`config.mk`:
```
export PLATFORM = sky130hd
export DESIGN_NAME = wb_host_master
export DESIGN_NICKNAME = d
export VERILOG_FILES = /design/src/rtl/wb_host_master.sv
export SDC_FILE = /design/constraint.sdc
export NUM_CORES = 1
export LEC_CHECK = 0
export CORE_AREA = 2 2 95 120
export DETAILED_ROUTE_END_ITERATION = 10
export DIE_AREA = 0 0 97 122
export HOLD_SLACK_MARGIN = 0.12
export PLACE_DENSITY = 0.83
export SYNTH_ARGS = -nofsm -noshare
export SYNTH_HDL_FRONTEND = slang
export SYNTH_SLANG_ARGS = --single-unit
```
`constraint.sdc`:
```
create_clock -name wb_clk_i -period 1.8 [get_ports wb_clk_i]
set_input_delay 0.18 -clock wb_clk_i [delete_from_list [all_inputs] [get_ports wb_clk_i]]
set_output_delay 0.18 -clock wb_clk_i [all_outputs]
set_load 0.02 [all_outputs]
```
`src/rtl/wb_host_master.sv`:
```
// Wishbone classic single-beat master: one bus cycle per command, response returned on a valid/ready channel.
// Latency: 2 cycles minimum from command accept to rsp_valid; abort after TIMEOUT strobe cycles without ack.
// Backpressure: cmd_ready is low while a transaction is in flight; the response holds until rsp_ready.
module wb_host_master #(
    parameter int ADDR_WIDTH    = 32,
    parameter int DATA_WIDTH    = 32,
    parameter int SEL_WIDTH     = 4,
    parameter int TIMEOUT       = 16,
    parameter int TIMEOUT_WIDTH = 5
) (
    input  logic                  wb_clk_i,
    input  logic                  wb_rst_i,
    input  logic                  cmd_valid,
    output logic                  cmd_ready,
    input  logic                  cmd_we,
    input  logic [ADDR_WIDTH-1:0] cmd_adr,
    input  logic [DATA_WIDTH-1:0] cmd_dat,
    input  logic [SEL_WIDTH-1:0]  cmd_sel,
    output logic                  rsp_valid,
    input  logic                  rsp_ready,
    output logic [DATA_WIDTH-1:0] rsp_dat,
    output logic                  rsp_err,
    output logic                  wbm_cyc_o,
    output logic                  wbm_stb_o,
    output logic                  wbm_we_o,
    output logic [SEL_WIDTH-1:0]  wbm_sel_o,
    output logic [ADDR_WIDTH-1:0] wbm_adr_o,
    output logic [DATA_WIDTH-1:0] wbm_dat_o,
    input  logic                  wbm_ack_i,
    input  logic [DATA_WIDTH-1:0] wbm_dat_i,
    output logic                  busy
);

    // One-hot so every status output is a direct decode of a single state flop.
    typedef enum logic [2:0] {
        IDLE = 3'b001,
        BUS  = 3'b010,
        RESP = 3'b100
    } state_t;

    state_t                   state;
    state_t                   state_nxt;
    logic [TIMEOUT_WIDTH-1:0] tmo_cnt;
    logic                     timeout_hit;

    assign timeout_hit = (tmo_cnt == TIMEOUT_WIDTH'(TIMEOUT - 1));

    always_ff @(posedge wb_clk_i) begin
        if (wb_rst_i) begin
            state <= IDLE;
        end else begin
            state <= state_nxt;
        end
    end

    always_comb begin
        state_nxt = state;
        case (state)
            IDLE:    if (cmd_valid)                 state_nxt = BUS;
            BUS:     if (wbm_ack_i || timeout_hit)  state_nxt = RESP;
            RESP:    if (rsp_ready)                 state_nxt = IDLE;
            default:                                state_nxt = IDLE;
        endcase
    end

    always_comb begin
        cmd_ready = (state == IDLE);
        wbm_cyc_o = (state == BUS);
        wbm_stb_o = (state == BUS);
        rsp_valid = (state == RESP);
        busy      = (state != IDLE);
    end

    // Bus request fields are captured once at accept and stay frozen for the whole cycle.
    always_ff @(posedge wb_clk_i) begin
        if (wb_rst_i) begin
            wbm_we_o  <= 1'b0;
            wbm_sel_o <= '0;
            wbm_adr_o <= '0;
            wbm_dat_o <= '0;
            rsp_dat   <= '0;
            rsp_err   <= 1'b0;
            tmo_cnt   <= '0;
        end else begin
            if (state == IDLE && cmd_valid) begin
                wbm_we_o  <= cmd_we;
                wbm_sel_o <= cmd_sel;
                wbm_adr_o <= cmd_adr;
                wbm_dat_o <= cmd_dat;
                tmo_cnt   <= '0;
            end
            if (state == BUS) begin
                // An ack on the timeout edge still completes normally.
                if (wbm_ack_i) begin
                    rsp_dat <= wbm_we_o ? '0 : wbm_dat_i;
                    rsp_err <= 1'b0;
                end else if (timeout_hit) begin
                    rsp_dat <= '0;
                    rsp_err <= 1'b1;
                end else begin
                    tmo_cnt <= tmo_cnt + TIMEOUT_WIDTH'(1);
                end
            end
        end
    end

endmodule

```
* After elaboration in Yosys (flattened, before gate mapping) *
Cells that the tools add are included.

operators by class
  equality and inequality tests = 8
  divide/modulo/power cells = 0
  $mul = 0
  $lt $le $gt $ge = 0
  add/subtract/negate cells = 1
  shift operators = 0
  reduce and logical (&&, ||, !) cells = 5
  muxes and demuxes = 13
  bitwise gates (word level) = 0

operators with widths
  kind                 count
  $mux 32              3
  $mux 5               4
  $mux 3               3
  $pmux 3 s3           1
  $add 5x1->5 const B  1
  $eq 5x4->1 const B   1
  $ne 2x1->1 const B   2
  $eq 3x1->1 const B   1
  $eq 3x2->1 const B   1
  $eq 3x3->1 const B   1
  $ne 3x1->1 const B   1
  $reduce_and 3->1     1
  $mux 1               2
  $ne 2x2->1 const B   1
  $reduce_and 2->1     1
  $reduce_bool 2->1    1
  $logic_and 1x1->1    1
  $logic_or 1x1->1     1

word-level totals
  bits in latches = 0
  RAM bits = 0
  memory bits (read-only) = 0
  flip-flop bits (word level) = 110
  logic and storage cells = 35
  memories kept = 0

* Longest topological paths before layout *
Gate-level depths: netlist (run 1).

  depth in word-level cells = 6
  gate-level depth with buffers = 6
  gate-level depth less buffers = 4

* Worst setup path before layout (run 1) *
No wires, ideal clock.

  path kind = register -> register
  from = register state[1]
  to = register rsp_dat[10]
  data arrival time = 1870 ps
  slack = -189 ps
  required time = 1680 ps
  cell stages (with the launch flop) = 6
  cell sequence = dfxtp_1 -> clkbuf_2 -> nor3b_1 -> o21ai_2 -> buf_6 -> mux2i_1

on the way
  cells in the longest elaborated chain, start to end = 2

ends and longest elaborated chain
  item                               line  source
  from (decl)                        41    state_t state;
  from (signal assigned)             52    state <= state_nxt;
  $eq 3x2->1                         --
  via wbm_cyc_o                      23    output logic wbm_cyc_o,
  $reduce_and 2->1 (no source line)  --
  to (signal assigned)               95    rsp_dat <= wbm_we_o ? '0 : wbm_dat_i;
  to (decl)                          21    output logic [DATA_WIDTH-1:0] rsp_dat,

The timed path passes the listed nets, and every way through them passes these cells.
A chain may end at the register's enable or synchronous reset.

* Worst setup path in the final report (run 1) *
  from = register tmo_cnt[0]
  to = register tmo_cnt[3]

on the way
  cells in the longest elaborated chain, start to end = 4
  elaborated cells on any way between the ends = 5
  those cells by class = add/sub: 1; eq/ne: 1; mux: 3

ends and longest elaborated chain
  item                                              line     source
  from (decl)                                       43       logic [TIMEOUT_WIDTH-1:0] tmo_cnt;
  from (signal assigned)                            101      tmo_cnt <= tmo_cnt + TIMEOUT_WIDTH'(1);
  $add 5x1->5 / $eq 5x4->1 (equally long branches)  101, 46
  $mux 5 (*)                                        97       end else if (timeout_hit) begin
  $mux 5 (*)                                        94       if (wbm_ack_i) begin
  $mux 5 (*)                                        92       if (state == BUS) begin

Every way passes the cells marked *; elsewhere a longest branch is shown, timed or not.

==> results of run 1 <==
[worst paths after layout]
path | from | endpoint | slack (ps) | cells after the start
worst min register to register | wbm_adr_o[15]$_SDFFE_PP0P_ | wbm_adr_o[15]$_SDFFE_PP0P_ | 450 | 2
worst min-delay path | cmd_adr[11] | wbm_adr_o[11]$_SDFFE_PP0P_ | 370 | 3
worst max register to register | tmo_cnt[0]$_SDFF_PP0_ | tmo_cnt[3]$_SDFF_PP0_ | 70 | 4
worst max-delay path | tmo_cnt[0]$_SDFF_PP0_ | tmo_cnt[3]$_SDFF_PP0_ | 70 | 4
[routing by layer]
metal	routed length (microns)	vias to the layer above	track usage, %	part of all wire, %
li1	-	2013	-	-
met1	4540	1902	21.2	38
met2	6280	163	34.6	52
met3	830	21	5.45	6.9
met4	316	0	8.19	2.6
met5	0	-	0	0
[layout make-up]
type,count,area (sq um)
multi-input combinational,342,1740
timing repair buffer,233,2340
fill,876,4070
sequential,110,2210
inverter,3,11.3
tap,135,169
clock buffer,10,239
clock inverter,6,43.8
[through the flow]
stage | instances | cell area (sq um) | TNS [ps] | hold WS, ps
4_1_cts | 839 | 6740 | 0 | 366
6_report | 839 | 6750 | 0 | 370
3_5_place_dp | 822 | 6450 | -47.2 | 446
5_1_grt | 839 | 6750 | 0 | 363
3_3_place_gp | 822 | 6450 | -5.80 | 439
2_1_floorplan | 492 | 4100 | 0 | 277
[cells in the mapped netlist]
master / instances
clkbuf_2: 1
nand4b_1: 1
or2b_2: 1
nor4bb_1: 1
or4_1: 1
nor3b_1: 3
or4bb_1: 1
clkinv_1: 1
or3_2: 1
xnor2_1: 1
nor4b_1: 2
o21ai_2: 1
buf_6: 4
nand3_1: 3
or4b_4: 1
nor3_1: 2
a21oi_1: 76
dfxtp_1: 110
buf_2: 1
buf_4: 1
inv_1: 2
clkbuf_1: 30
a211oi_1: 1
and2_2: 1
nand2_1: 203
nand3b_1: 1
a31o_2: 1
nor2_1: 1
mux2i_1: 32
o31ai_1: 1
a41oi_1: 1
ha_1: 1
o21ai_0: 3
and4b_1: 1
[flip-flops by register name, indices dropped and copies added (netlist names)]
signal     count
wbm_we_o       1
wbm_adr_o     32
wbm_dat_o     32
wbm_sel_o      4
state          3
tmo_cnt        5
rsp_dat       32
rsp_err        1
[worst register-to-register path: stages (launching register included)]
cell,delay [ps]
dfxtp_1,340
ha_1,250
and4b_1,300
or4_1,550
a21oi_1,210
[kinds of logic after synthesis]
logic type      synth area share, %
simple gates                   22.6
flops                          53.8
compound gates                 10.7
buf+inv                        4.56
mux                            7.83
xor+xnor                      0.214
fa+ha+maj                     0.306
[power groups by stage]
stage / clock network (W) / registers [W] / logic, W
global route: 0.00203 / 0.00262 / 0.00106
floorplan: 0 / 0.00278 / 0.000295
global placement: 0 / 0.00265 / 0.000976
finish: 0.00188 / 0.00260 / 0.000989
detailed placement: 0 / 0.00266 / 0.000992
CTS: 0.00193 / 0.00260 / 0.000997
[timing repair]
| item | in CTS | in global routing |
|---|---|---|
| setup endpoints to repair | 5 | 4 |
| hold buffers | 1 | 0 |
| resized for setup | 5 | 3 |
| hold endpoints to repair | 1 | 0 |
==> metrics.cfg, run 1 <==
[outcome]
status=completed

[power_and_ir_drop]
pwr-share-clk_pct=34.4
pwr-share-comb_pct=18.1
p_per_area_nw_per_um2=812
switchingPower_w=0.00143
p_leak_nw=2.69
swShare_pct=26.1
p_seq_share_pct=47.6
total_power_w=0.00547
p_int_w=0.00405
ir_drop_mv=0.488

[synthesis]
syn_nets=599
yosysUniqueCellTypes=34
synth_top_area_share_pct=53.8
ys_seq_elements=110
synth_largest_area_cell=dfxtp_1
netlist_top_cells_area=dfxtp_1 (54%), nand2_1 (19%), a21oi_1 (9.3%)
ys_seq_area_share_pct=53.8
ys_warn_count=0
syn-cell-area_sq_um=4090
avgSynthCellArea_sq_um=8.31
postSynthCellCount=492

[die]
die_width_microns=97
die_h_microns=122
die_area_sq_um=11800
core-area_sq_um=10800
num_rows=43
pin_count=213
start_util_pct=37.8

[final_layout]
n_antenna_cell=0
final_nets=806
area_delta_synth_final_pct=64.9
final_cell_mix=clkdlybuf4s50_1 (206), nand2_1 (203), dfxtp_1 (107)
final_util_pct=62.4
layout_commonest_cell=clkdlybuf4s50_1
drive_gt1_share_pct=7.10

[clock_network]
cts_setup_buffers=0
clkTransAtPathRegs_ps=80
clk_root_buffer_cell=clkbuf_16
cts_max_level=3
cts_tree=built
numCtsBuffers=9
cts_sinks=110
cts_max_path_buffers=2
clk_latency_ps=340

[global_route]
grt_start_max_net_pins=41
gr-usage-all-layers_pct=19.2
grt_pass1_wl_mm=18.7
antenna_found_initial=0
gr-total-overflow=0
grt_pass1_vias=3931

[sta]
setup_ws_ps=72.1
hold_viol=0
timing.final.crit_period_ps=1730
fin_crit_sh_pct=96.0
maxSlewHeadroom_pct=63.4
rsz0062_at_grt=false
worst_pin_slew_ps=542
clock_skew_ps=6.83
slew_violations=0
finalSetupViolations=0
fmax_mhz=579

[setup_path]
crit_path_end_kind=flip-flop
crit_family=simple AND/OR/NAND/NOR gates
crit_required_ps=2070
cp_max_fo=7
crit_arrival_ps=1990
crit_path_start_kind=flip-flop
critPathKind=flip-flop to flip-flop
path_buf_inv=0
crit_slowest_cell=or4_1
slowest_delay_ps=550
path_cells=ha_1, and4b_1, or4_1, a21oi_1

[drt]
vias=4099
postRouteAntennaNets=0
drc=0
viasPerCell=4.89
route.detailed.wl_per_inst_microns=14.3
drt_wl_total_mm=12.0
drt_iter0_markers=122
first_pass_iters=4

[place]
dp_slack_ps=-47.2
finalWeightedCongestion=0.774
hpwl_mm=8.66
portBuffers=212

[worst_hold_path]
hp-class=input pin to flip-flop

[run]
maxCapViolCount=0

Note: power is estimated with default switching activity, not from simulation.
==> run 2: changes to the inputs <==
CORE_AREA = 5 5 98 123   (was 2 2 95 120)
DIE_AREA = 0 0 103 128   (was 0 0 97 122)
==> metrics.cfg, run 2 (synthesis results as in run 1) <==
[outcome]
status=completed

[final_layout]
design_area_sq_um=6710
drive_gt1_share_pct=6.57
layout_commonest_cell=clkdlybuf4s50_1
final_cell_mix=clkdlybuf4s50_1 (207), nand2_1 (203), dfxtp_1 (108)
area_delta_synth_final_pct=64.0
final_nets=802
final_cells=835
n_antenna_cell=0
reg_top3=rsp_dat (32), wbm_adr_o (32), wbm_dat_o (32)

[run]
maxCapViolCount=0

[sta]
finalSetupViolations=0
hold_viol=0
fmax_mhz=569
fin_crit_sh_pct=97.6
worst_pin_slew_ps=538
clock_skew_ps=5.71
rsz0062_at_grt=false
timing.final.crit_period_ps=1760
hold_slack_ps=230
slew_violations=0
maxSlewHeadroom_pct=63.6

[drt]
drt_wl_total_mm=12.0
vias=3959
drc=0
first_pass_iters=4
drt_iter0_markers=161
postRouteAntennaNets=0
viasPerCell=4.74
route.detailed.wl_per_inst_microns=14.3

[place]
portBuffers=212
post_dp_cell_area_sq_um=6400
finalWeightedCongestion=0.771
hpwl_mm=9.19
dp.cells=819

[setup_path]
cp_max_fo=10
path_cells=nor2_1, and2_2, clkdlybuf4s50_1
crit_path_start_kind=flip-flop
crit_path_end_kind=output port
crit_arrival_ps=1580
crit_family=buffers and inverters
path_buf_inv=1
critPathKind=flip-flop to output port
slowest_delay_ps=620
crit_slowest_cell=clkdlybuf4s50_1
crit_required_ps=1620

[global_route]
grt_pass1_vias=4014
grt_start_max_net_pins=58
antenna_found_initial=0
grt_use_met3_pct=4.35
gr-total-overflow=0
gr-usage-all-layers_pct=17.7
busiest_layer=met2
met2_usage_pct=31.7
gr-usage-met1_pct=19.5
grt_pass1_wl_mm=18.7

[clock_network]
cts_max_path_buffers=2
clk_latency_ps=340
clkTransAtPathRegs_ps=70
clk_root_buffer_cell=clkbuf_16
numCtsBuffers=9
cts_max_level=3
cts_tree=built
cts_sinks=110
postCtsHoldBufs=0

[power_and_ir_drop]
ir_drop_mv=0.487
p_leak_nw=2.65
p_per_area_nw_per_um2=830
total_power_w=0.00556

[die]
pin_count=213
die_width_microns=103
die_h_microns=128
core-area_sq_um=10900
num_rows=43
start_util_pct=37.6
die_area_sq_um=13200

[worst_hold_path]
hp-class=input pin to flip-flop

[run 2: per-stage QoR]
step	utilization, %	setup TNS, ps	setup slack (ps)
after floorplan	-	0	176
after global placement	58.9	0	2.23
after detailed placement	58.9	-72.3	-72.3
after CTS	61.7	0	30.7
after global routing	61.7	0	2.29
final	61.7	0	44.0
[run 2: power by group]
part	internal, W	switching (W)	total (W)
combinational	0.000506	0.000462	0.000968
clock	0.00112	0.000871	0.00199
sequential	0.00254	0.0000591	0.00260
[run 2: cell type report]
type	count	area, sq um
fillers	929	4160
repair buffers	229	2280
flip-flops and latches	110	2200
multi-input cells	342	1740
clock buffers	10	239
well taps	135	169
clock inverters	6	71.3
inverters	3	11.3
[run 2: worst register-to-register path, delay by kind of cell (launching register included)]
| kind | cells | cell delay [ps] |
|---|---|---|
| flops | 1 | 340 |
| simple gates | 2 | 830 |
| compound gates | 1 | 200 |
| fa+ha+maj | 1 | 260 |
[run 2: what timing repair did]
| item | 4_1_cts | 5_1_grt |
|---|---|---|
| setup buffers | 0 | 0 |
| setup endpoints to repair | 5 | 0 |
| gates resized for setup | 6 | 0 |
[run 2: final timing paths]
path | slack, ps | start | end | cells past startpoint
worst min-delay path | 230 | wb_rst_i | state[0]$_SDFFE_PP1P_ | 3
worst min register to register | 450 | wbm_adr_o[17]$_SDFFE_PP0P_ | wbm_adr_o[17]$_SDFFE_PP0P_ | 2
worst max-delay path | 40 | state[1]$_SDFFE_PP0P_ | cmd_ready | 3
worst max register to register | 90 | tmo_cnt[0]$_SDFF_PP0_ | tmo_cnt[3]$_SDFF_PP0_ | 4
[run 2: per-layer routing]
layer,routed length [microns],up-vias
li1,-,2005
met1,4490,1778
met2,6060,152
met3,1080,24
met4,338,0
met5,0,-
